[src/rtl/klt_pkg.sv]
// Shared constants for the KLT window accumulator and the 2x2 solver it feeds.
package klt_pkg;

   localparam int KLT_GRAD_W      = 10;
   localparam int KLT_WIN         = 7;
   localparam int KLT_ACC_W       = 26;
   localparam int KLT_SOLVER_IN_W = KLT_ACC_W;

   typedef enum logic [1:0] {
      ST_ACCUM = 2'd0,
      ST_DRAIN = 2'd1,
      ST_EMIT  = 2'd2
   } klt_state_t;

   // Sample counter wide enough to hold WIN*WIN and still detect overrun.
   function automatic int klt_cnt_width(input int win);
      return $clog2(win * win + 1);
   endfunction

endpackage

[src/rtl/klt_sat_acc.sv]
// Signed accumulate-with-clear that clamps to +/-(2^(ACC_W-1)-1) and then holds.
module klt_sat_acc #(
   parameter int IN_W  = 20,
   parameter int ACC_W = 26
) (
   input  logic             clk,
   input  logic             rst,
   input  logic             i_clear,
   input  logic             i_en,
   input  logic [IN_W-1:0]  i_din,
   output logic [ACC_W-1:0] o_acc,
   output logic             o_sat
);

   logic [ACC_W-1:0]      r_acc;
   logic                  r_sat;
   logic signed [ACC_W:0] w_sum;
   logic signed [ACC_W:0] w_max;
   logic signed [ACC_W:0] w_min;

   // One guard bit makes the overflow check a plain signed compare.
   assign w_max = {2'b00, {(ACC_W-1){1'b1}}};
   assign w_min = {2'b11, {(ACC_W-2){1'b0}}, 1'b1};
   assign w_sum = $signed({r_acc[ACC_W-1], r_acc})
                + $signed({{(ACC_W+1-IN_W){i_din[IN_W-1]}}, i_din});

   always_ff @(posedge clk or posedge rst) begin
      if (rst) begin
         r_acc <= '0;
         r_sat <= 1'b0;
      end else if (i_clear) begin
         r_acc <= '0;
         r_sat <= 1'b0;
      end else if (i_en && !r_sat) begin
         if (w_sum > w_max) begin
            r_acc <= w_max[ACC_W-1:0];
            r_sat <= 1'b1;
         end else if (w_sum < w_min) begin
            r_acc <= w_min[ACC_W-1:0];
            r_sat <= 1'b1;
         end else begin
            r_acc <= w_sum[ACC_W-1:0];
         end
      end
   end

   assign o_acc = r_acc;
   assign o_sat = r_sat;

endmodule

[src/rtl/klt_window_accumulator.sv]
// Builds G11/G12/G22/b1/b2 over one WIN x WIN window for the KLT 2x2 solver.
//   state    | meaning
//   ST_ACCUM | accepting samples, product stage and accumulators running
//   ST_DRAIN | last product moving from product stage into accumulators
//   ST_EMIT  | register sums, pulse data_valid, clear for next window
module klt_window_accumulator
   import klt_pkg::*;
#(
   parameter int GRAD_W = KLT_GRAD_W,
   parameter int WIN    = KLT_WIN,
   parameter int ACC_W  = KLT_ACC_W
) (
   input  logic                    clk,
   input  logic                    rst,
   input  logic                    in_valid,
   output logic                    in_ready,
   input  logic signed [GRAD_W-1:0] Ix,
   input  logic signed [GRAD_W-1:0] Iy,
   input  logic signed [GRAD_W-1:0] It,
   input  logic                    win_last,
   input  logic                    frame_end_in,
   output logic                    data_valid,
   output logic                    end_of_frame,
   output logic signed [ACC_W-1:0] G11,
   output logic signed [ACC_W-1:0] G12,
   output logic signed [ACC_W-1:0] G22,
   output logic signed [ACC_W-1:0] b1,
   output logic signed [ACC_W-1:0] b2,
   output logic                    win_error,
   output logic                    sat_flag
);

   localparam int PROD_W = 2 * GRAD_W;
   localparam int CNT_W  = klt_cnt_width(WIN);
   localparam logic [CNT_W-1:0] CNT_MAX  = '1;
   localparam logic [CNT_W-1:0] CNT_FULL = CNT_W'(WIN * WIN);

   klt_state_t                   r_state;
   logic                         r_in_ready;
   logic                         r_p_valid;
   logic [4:0][PROD_W-1:0]       r_prod;
   logic [CNT_W-1:0]             r_cnt;
   logic                         r_data_valid;
   logic                         r_end_of_frame;
   logic                         r_win_error;
   logic                         r_sat_flag;
   logic [4:0][ACC_W-1:0]        r_out;

   logic                         w_xfer;
   logic                         w_clear;
   logic signed [PROD_W-1:0]     w_ix;
   logic signed [PROD_W-1:0]     w_iy;
   logic signed [PROD_W-1:0]     w_it;
   logic [4:0][PROD_W-1:0]       w_prod;
   logic [4:0][ACC_W-1:0]        w_acc;
   logic [4:0]                   w_sat;

   assign w_xfer  = in_valid & r_in_ready;
   assign w_clear = frame_end_in | (r_state == ST_EMIT);

   assign w_ix = {{GRAD_W{Ix[GRAD_W-1]}}, Ix};
   assign w_iy = {{GRAD_W{Iy[GRAD_W-1]}}, Iy};
   assign w_it = {{GRAD_W{It[GRAD_W-1]}}, It};

   // Lane order: G11, G12, G22, b1, b2.
   assign w_prod[0] = w_ix * w_ix;
   assign w_prod[1] = w_ix * w_iy;
   assign w_prod[2] = w_iy * w_iy;
   assign w_prod[3] = w_ix * w_it;
   assign w_prod[4] = w_iy * w_it;

   for (genvar gi = 0; gi < 5; gi++) begin : g_acc
      klt_sat_acc #(
         .IN_W  (PROD_W),
         .ACC_W (ACC_W)
      ) u_acc (
         .clk     (clk),
         .rst     (rst),
         .i_clear (w_clear),
         .i_en    (r_p_valid),
         .i_din   (r_prod[gi]),
         .o_acc   (w_acc[gi]),
         .o_sat   (w_sat[gi])
      );
   end

   always_ff @(posedge clk or posedge rst) begin
      if (rst) begin
         r_state        <= ST_ACCUM;
         r_in_ready     <= 1'b0;
         r_p_valid      <= 1'b0;
         r_prod         <= '0;
         r_cnt          <= '0;
         r_data_valid   <= 1'b0;
         r_end_of_frame <= 1'b0;
         r_win_error    <= 1'b0;
         r_sat_flag     <= 1'b0;
         r_out          <= '0;
      end else begin
         r_end_of_frame <= frame_end_in;
         r_data_valid   <= 1'b0;
         r_win_error    <= 1'b0;
         r_sat_flag     <= 1'b0;
         if (frame_end_in) begin
            // Abort beats everything, including a coincident win_last.
            r_state    <= ST_ACCUM;
            r_in_ready <= 1'b0;
            r_p_valid  <= 1'b0;
            r_cnt      <= '0;
         end else begin
            r_p_valid <= w_xfer;
            if (w_xfer) r_prod <= w_prod;
            if (w_xfer && (r_cnt != CNT_MAX)) r_cnt <= r_cnt + 1'b1;
            case (r_state)
               ST_ACCUM: begin
                  if (w_xfer && win_last) begin
                     r_state    <= ST_DRAIN;
                     r_in_ready <= 1'b0;
                  end else begin
                     r_in_ready <= 1'b1;
                  end
               end
               ST_DRAIN: begin
                  r_state    <= ST_EMIT;
                  r_in_ready <= 1'b0;
               end
               ST_EMIT: begin
                  r_state      <= ST_ACCUM;
                  r_in_ready   <= 1'b1;
                  r_data_valid <= 1'b1;
                  r_out        <= w_acc;
                  r_win_error  <= (r_cnt != CNT_FULL);
                  r_sat_flag   <= |w_sat;
                  r_cnt        <= '0;
               end
               default: begin
                  r_state    <= ST_ACCUM;
                  r_in_ready <= 1'b0;
               end
            endcase
         end
      end
   end

   assign in_ready     = r_in_ready;
   assign data_valid   = r_data_valid;
   assign end_of_frame = r_end_of_frame;
   assign win_error    = r_win_error;
   assign sat_flag     = r_sat_flag;
   assign G11          = r_out[0];
   assign G12          = r_out[1];
   assign G22          = r_out[2];
   assign b1           = r_out[3];
   assign b2           = r_out[4];

endmodule

[config.mk]
export PLATFORM = sky130hd
export DESIGN_NAME = klt_window_accumulator
export DESIGN_NICKNAME = d
export VERILOG_FILES = /design/src/rtl/klt_pkg.sv /design/src/rtl/klt_sat_acc.sv /design/src/rtl/klt_window_accumulator.sv
export SDC_FILE = /design/constraint.sdc
export NUM_CORES = 2
export LEC_CHECK = 0
export ABC_CLOCK_PERIOD_IN_PS = 30600
export BUFFER_PORTS_ARGS = -buffer_cell sky130_fd_sc_hd__buf_2
export CORE_MARGIN = 3
export CORE_UTILIZATION = 64
export DETAILED_ROUTE_END_ITERATION = 7
export PLACE_DENSITY = 0.9
export REMOVE_ABC_BUFFERS = 1
export SETUP_SLACK_MARGIN = 0.1
export SYNTH_ARGS = -nofsm -noshare
export SYNTH_HDL_FRONTEND = slang
export SYNTH_SLANG_ARGS = --single-unit
[constraint.sdc]
create_clock -name clk -period 30.6 [get_ports clk]
set_input_delay 1.53 -clock clk [delete_from_list [all_inputs] [get_ports clk]]
set_output_delay 1.53 -clock clk [all_outputs]
set_load 0.01 [all_outputs]
======== Word-level counts from Yosys, hierarchy flattened ========
Cells that the tools add are included.
word-level totals
  output and inout bits ................... 135
  word-level logic and storage cells ...... 145
  flip-flop bits (word level) ............. 379
operators by class
  muxes and demuxes ....................... 56
  reductions and logical operators ........ 32
  multipliers ............................. 5
  add/subtract/negate cells ............... 6
  eq/ne operators ......................... 5
  magnitude comparators ................... 10
  bitwise gates (word level) .............. 3
operator list
  operator                                                                           number
  26-bit 2-to-1 mux                                                                  20
  26-bit by 20-bit adder with 27-bit output                                          5
  27-bit by 26-bit greater-than comparator with 1-bit output, second input constant  5
  27-bit by 26-bit less-than comparator with 1-bit output, second input constant     5
  10-bit by 10-bit multiplier with 20-bit output                                     5
  1-bit 2-to-1 mux                                                                   29
  6-bit 2-to-1 mux                                                                   3
  3-bit nonzero test                                                                 6
  2-bit AND reduction                                                                7
  6-bit != test, second input constant                                               2
  2-bit nonzero test                                                                 5
  1-bit logical AND                                                                  7
  6-bit by 1-bit adder with 6-bit output, second input constant                      1
  1-bit logical NOT                                                                  5
  5-bit OR reduction                                                                 1
  2-bit 2-to-1 mux                                                                   2
  2-bit case mux with 2 select lines                                                 1
  3-bit != test, second input constant                                               1
  2-bit by 1-bit == test with 1-bit output, second input constant                    1
  2-bit == test, second input constant                                               1
  2-bit logical NOT                                                                  1
  1-bit case mux with 2 select lines                                                 1
  1-bit bitwise AND                                                                  1
  1-bit NOT                                                                          1
  1-bit bitwise OR                                                                   1

======== Logic depth before layout (Yosys ltp) ========
  depth in word-level cells ............... 6
  gate-level depth with buffers ........... 25
  mapped depth without buffers ............ 23

======== Cells and area by module ========
Synthesis repeated with hierarchy kept, for this count alone.
second synthesis, totals
  cells, all modules ...................... 4736
  area total of the unflattened synthesis .. 43490.5 um^2
modules (own cells, without submodules)
  module                  cells each  area each (um^2)  instances
  klt_window_accumulator  2926        28163.3           1
  klt_sat_acc             362         3065.4            5

======== Least setup slack after synthesis ========
OpenSTA, ideal clock, no wires.
  path type ............................... input -> register
  from .................................... input Ix[6]
  to ...................................... register r_prod[19] (netlist name)
  arrival time ............................ 6.542 ns
  slack ................................... 23.925 ns
  data required time ...................... 30.467 ns
  stages .................................. 24
  path buffers ............................ 2
  setup time .............................. 0.133 ns
  cells stage by stage .................... clkbuf_1 -> clkbuf_1 -> nand2_1 -> fa_1 -> inv_1 -> ha_1 -> a21oi_1 -> fa_1 -> inv_1 -> fa_1 -> inv_1 -> fa_1 -> inv_1 -> ha_1 -> nand2_1 -> nand2_1 -> a31oi_1 -> o21ai_0 -> o41ai_1 -> o21ai_0 -> o21a_1 -> nor2_1 -> xnor2_1 -> o21ai_0
on the way
  cells in the longest elaborated chain, start to end .. 1
ends and longest elaborated chain
  item                                            line                           RTL
  start, declared                                 klt_window_accumulator.sv:17   input logic signed [GRAD_W-1:0] Ix,
  10-bit by 10-bit multiplier with 20-bit output  klt_window_accumulator.sv:66   assign w_prod[0] = w_ix * w_ix;
  end signal, assigned                            klt_window_accumulator.sv:112  if (w_xfer) r_prod <= w_prod;
  end, declared                                   klt_window_accumulator.sv:41   logic [4:0][PROD_W-1:0] r_prod;
No other way between the ends.
A chain may end at the register's enable or synchronous reset.

======== Final worst setup path ========
  from .................................... input Ix[9]
  to ...................................... register r_prod[19] (netlist name)
Same word-level chain as after synthesis.

==> flow_metrics.tcl <==
set metrics [dict create \
    dp_hpwl_um 72460 \
    wl_met1_um 37780 \
    avgViaCountPerCell 5.932 \
    synth_edf_count 0 \
    top_layer "met4" \
    fin_crit_sh 0.2292 \
    cts_sinks 377 \
    hp-class "reg -> reg" \
    drt-initial-drc-count 2550 \
    drtAntennaViolNets 0 \
    cts_inserted_buffers 44 \
    synth-async-reset-ratio 1.000 \
    cts.clk_slew.worst_paths_ps 60 \
    irDropWorstVdd_mv 0.1166 \
    hold_viol 0 \
    synthTopCellsByArea "dfrtp_1 (23%), fa_1 (21%), ha_1 (11%)" \
    synth-seq-cells 377 \
    finalNetCount 5381 \
    synth_top_area_frac 0.2320 \
    cp-start-kind "input pin" \
    yosys.area.top_type "dfrtp_1" \
    clockBufferDepth 3 \
    slowest_delay_ps 560 \
    setup.worst_path.end_class "register" \
    max_freq_mhz 142.6 \
    worstMarginPinSlew_ps 1026 \
    cp_common_cell "o21ai_0" \
    die_area_mm2 0.06661 \
    synth.distinct_cells 86 \
    status "finished clean" \
    ios 170 \
    drt-wirelength-per-cell_um 17.60 \
    synth_area_per_cell_um2 9.056 \
    multiInputGateArea_mm2 0.02788 \
    port_buffers 169 \
    rsz0062_at_grt "no" \
    drtPass1Iterations 7 \
    period_needed_ps 7015 \
    fillers 4535 \
    yosysWarnings 0 \
    gp_congestion 0.9012 \
    grt.total_usage 0.2914 \
    grt_max_degree 134 \
    slew_headroom 0.3109 \
    area.growth.synth_to_final_pct 6.864 \
    grt_first_pass_wirelength_um 161600 \
    cts_hold_buf 0 \
    cap_violations 0 \
    cts_resized 0 \
    vias 32097 \
    ys.flop_type "dfrtp_1" \
    p_leak_nw 22.83 \
    required_ps 31010 \
    syn_area_mm2 0.04067 \
    power_mw 3.705 \
    regArea_mm2 0.009434 \
    drt-total-wl_um 95210 \
    drc 0 \
    path_cells "buf_2, clkinv_1, nor2_1, xnor2_1, ha_1, xor2_1, xnor2_1, fa_1, fa_1, fa_1, inv_1, ha_1, and2_1, o21ai_0, o21ai_0, o41ai_1, o21ai_0, o21a_1, nor2_1, xnor2_1, o21ai_0" \
    gr-total-overflow 0 \
    slowest_stage "o41ai_1" \
    yosysSeqAreaShare 0.2320 \
    setup-tns-final_ps 0 \
    row_count 91 \
    start_util 0.6530 \
    path_class "in -> reg" \
    p_per_area_mw_per_mm2 85.26 \
    antenna_found_initial 3 \
    htreeDepth 2 \
    clock_latency_ps 590 \
    setup_viol 0 \
    slew_violations 0 \
    die_x_um 258.1 \
    layout-drive-gt1-share 0.09429 \
    grt_pass1_vias 33560 \
    wl_met3_um 7159 \
    path_max_fanout 31 \
    critical_path_arrival_ps 7430 \
    dr_wl_met2_um 46760 \
    cts_root_buf "clkbuf_16" \
    post_cts_buffers 0 \
    dieHeight_um 258.1 \
    synthCells 4491 \
    core_area_mm2 0.06228 \
    cts_tree "yes" \
    skew_ps 24.14 \
]
report_power, final:
part / leakage, nW / switching, mW / internal [mW]
logic: 17.0 / 1.45 / 1.08
clock network: 0.703 / 0.219 / 0.306
registers: 5.10 / 0.0699 / 0.582
kinds of logic (layout without fill, tap and decap cells):
logic type / after synthesis / in the layout / synth area share
buffers and inverters: 897 / 977 / 0.08288
AND/OR/NAND/NOR: 1218 / 1218 / 0.1381
adder cells (fa/ha/maj): 820 / 820 / 0.3313
multiplexers: 135 / 135 / 0.03723
AO/OA/AOI/OAI: 816 / 816 / 0.1293
flip-flops: 377 / 377 / 0.2320
other: 0 / 3 / 0
XOR/XNOR: 228 / 228 / 0.04910
cell type report:
type / instances / area share
Sequential cell: 377 / 0.2171
Clock buffer: 59 / 0.02896
Clock inverter: 18 / 0.003887
Antenna cell: 3 / 0.0001727
Tap cell: 837 / 0.02410
Inverter: 714 / 0.06184
Multi-Input combinational cell: 3217 / 0.6416
Timing Repair Buffer: 186 / 0.02240
metal layers:
layer / global-route usage / vias to the layer above
li1: - / 14866
met1: 0.3729 / 15697
met2: 0.5018 / 1256
met3: 0.04629 / 278
met4: 0.1070 / 0
met5: 0 / -
synth_stat cells (all sizes together) (6+ instances only):
library cell,count
nor2b,22
o31ai,14
nor4,12
o21bai,30
nand2,569
a41oi,10
a21oi,191
fa,433
a21o,72
a31oi,32
xnor2,147
o21a,24
a31o,12
a22o,7
inv,712
dfrtp,377
o41ai,8
o21ai,248
a221oi,14
ha,373
or2,11
a221o,28
nand4,28
maj3,14
nor3,44
and3,15
nand4b,10
clkbuf,178
a2111oi,9
or3,18
a21boi,7
and2,148
o2111ai,14
a211oi,23
or4,10
o211ai,22
o22ai,6
nand2b,31
nand3,61
nor2,219
xor2,81
mux2,130
metrics by stage:
stage               setup slack [ps]  hold slack, ps  instances    util  instance area, um2
detailed placement             23150           468.9       5331  0.6748               42030
global placement               23440           446.4       5331  0.6748               42030
global route                   23160           510.0       5410  0.6978               43460
finish                         23590           477.2       5411  0.6978               43460
CTS                            23730           483.0       5408  0.6977               43450
floorplan                      18600           432.2       4308       -               39980
cell usage in the layout (no fill, tap or decap), drive strengths merged, types with 14 or more instances in the layout:
master   count
dfrtp      377
and2       148
o21ai      248
nor2b       22
o31ai       14
ha         373
a221o       28
a21oi      191
xor2        81
xnor2      147
a31oi       32
nor3        44
nand2b      31
o211ai      22
mux2       130
fa         433
nand3       61
and3        15
a221oi      14
nand2      569
maj3        14
or3         18
buf        186
inv        716
o21a        24
a211oi      23
o2111ai     14
clkbuf      59
nor2       219
nand4       28
o21bai      30
a21o        72
worst max-delay path, delay by kind of cell:
family,cells,cell delay [ps]
adders and majority gates,5,2070
and+or+nand+nor,3,650
AOI/OAI and AO/OA,6,1310
xor gates and xnor gates,4,750
buffers and inverters,3,1090
registers in the layout (all words and copies together) (netlist names), 2 cells and up:
signal / count
G11: 26
G12: 26
G22: 26
b1: 26
b2: 26
g_acc.u_acc.o_acc: 130
g_acc.u_acc.o_sat: 5
r_cnt: 6
r_prod: 98
r_state: 2
path summary, 6_finish.rpt:
kind,cells past startpoint,from,slack (ps),end
setup / recovery,21,Ix[9],23590,r_prod[19]
hold / removal,2,r_prod[43],480,r_prod[43]
setup reg to reg,15,g_acc[3].u_acc.o_acc[0],25780,g_acc[3].u_acc.o_acc[13]
hold reg to reg,2,r_prod[43],480,r_prod[43]
max in group asynchronous,6,rst,25830,g_acc[1].u_acc.o_acc[11]
min in group asynchronous,2,rst,1120,g_acc[4].u_acc.o_acc[5]
No activity file was read; power rests on OpenSTA's default activity.
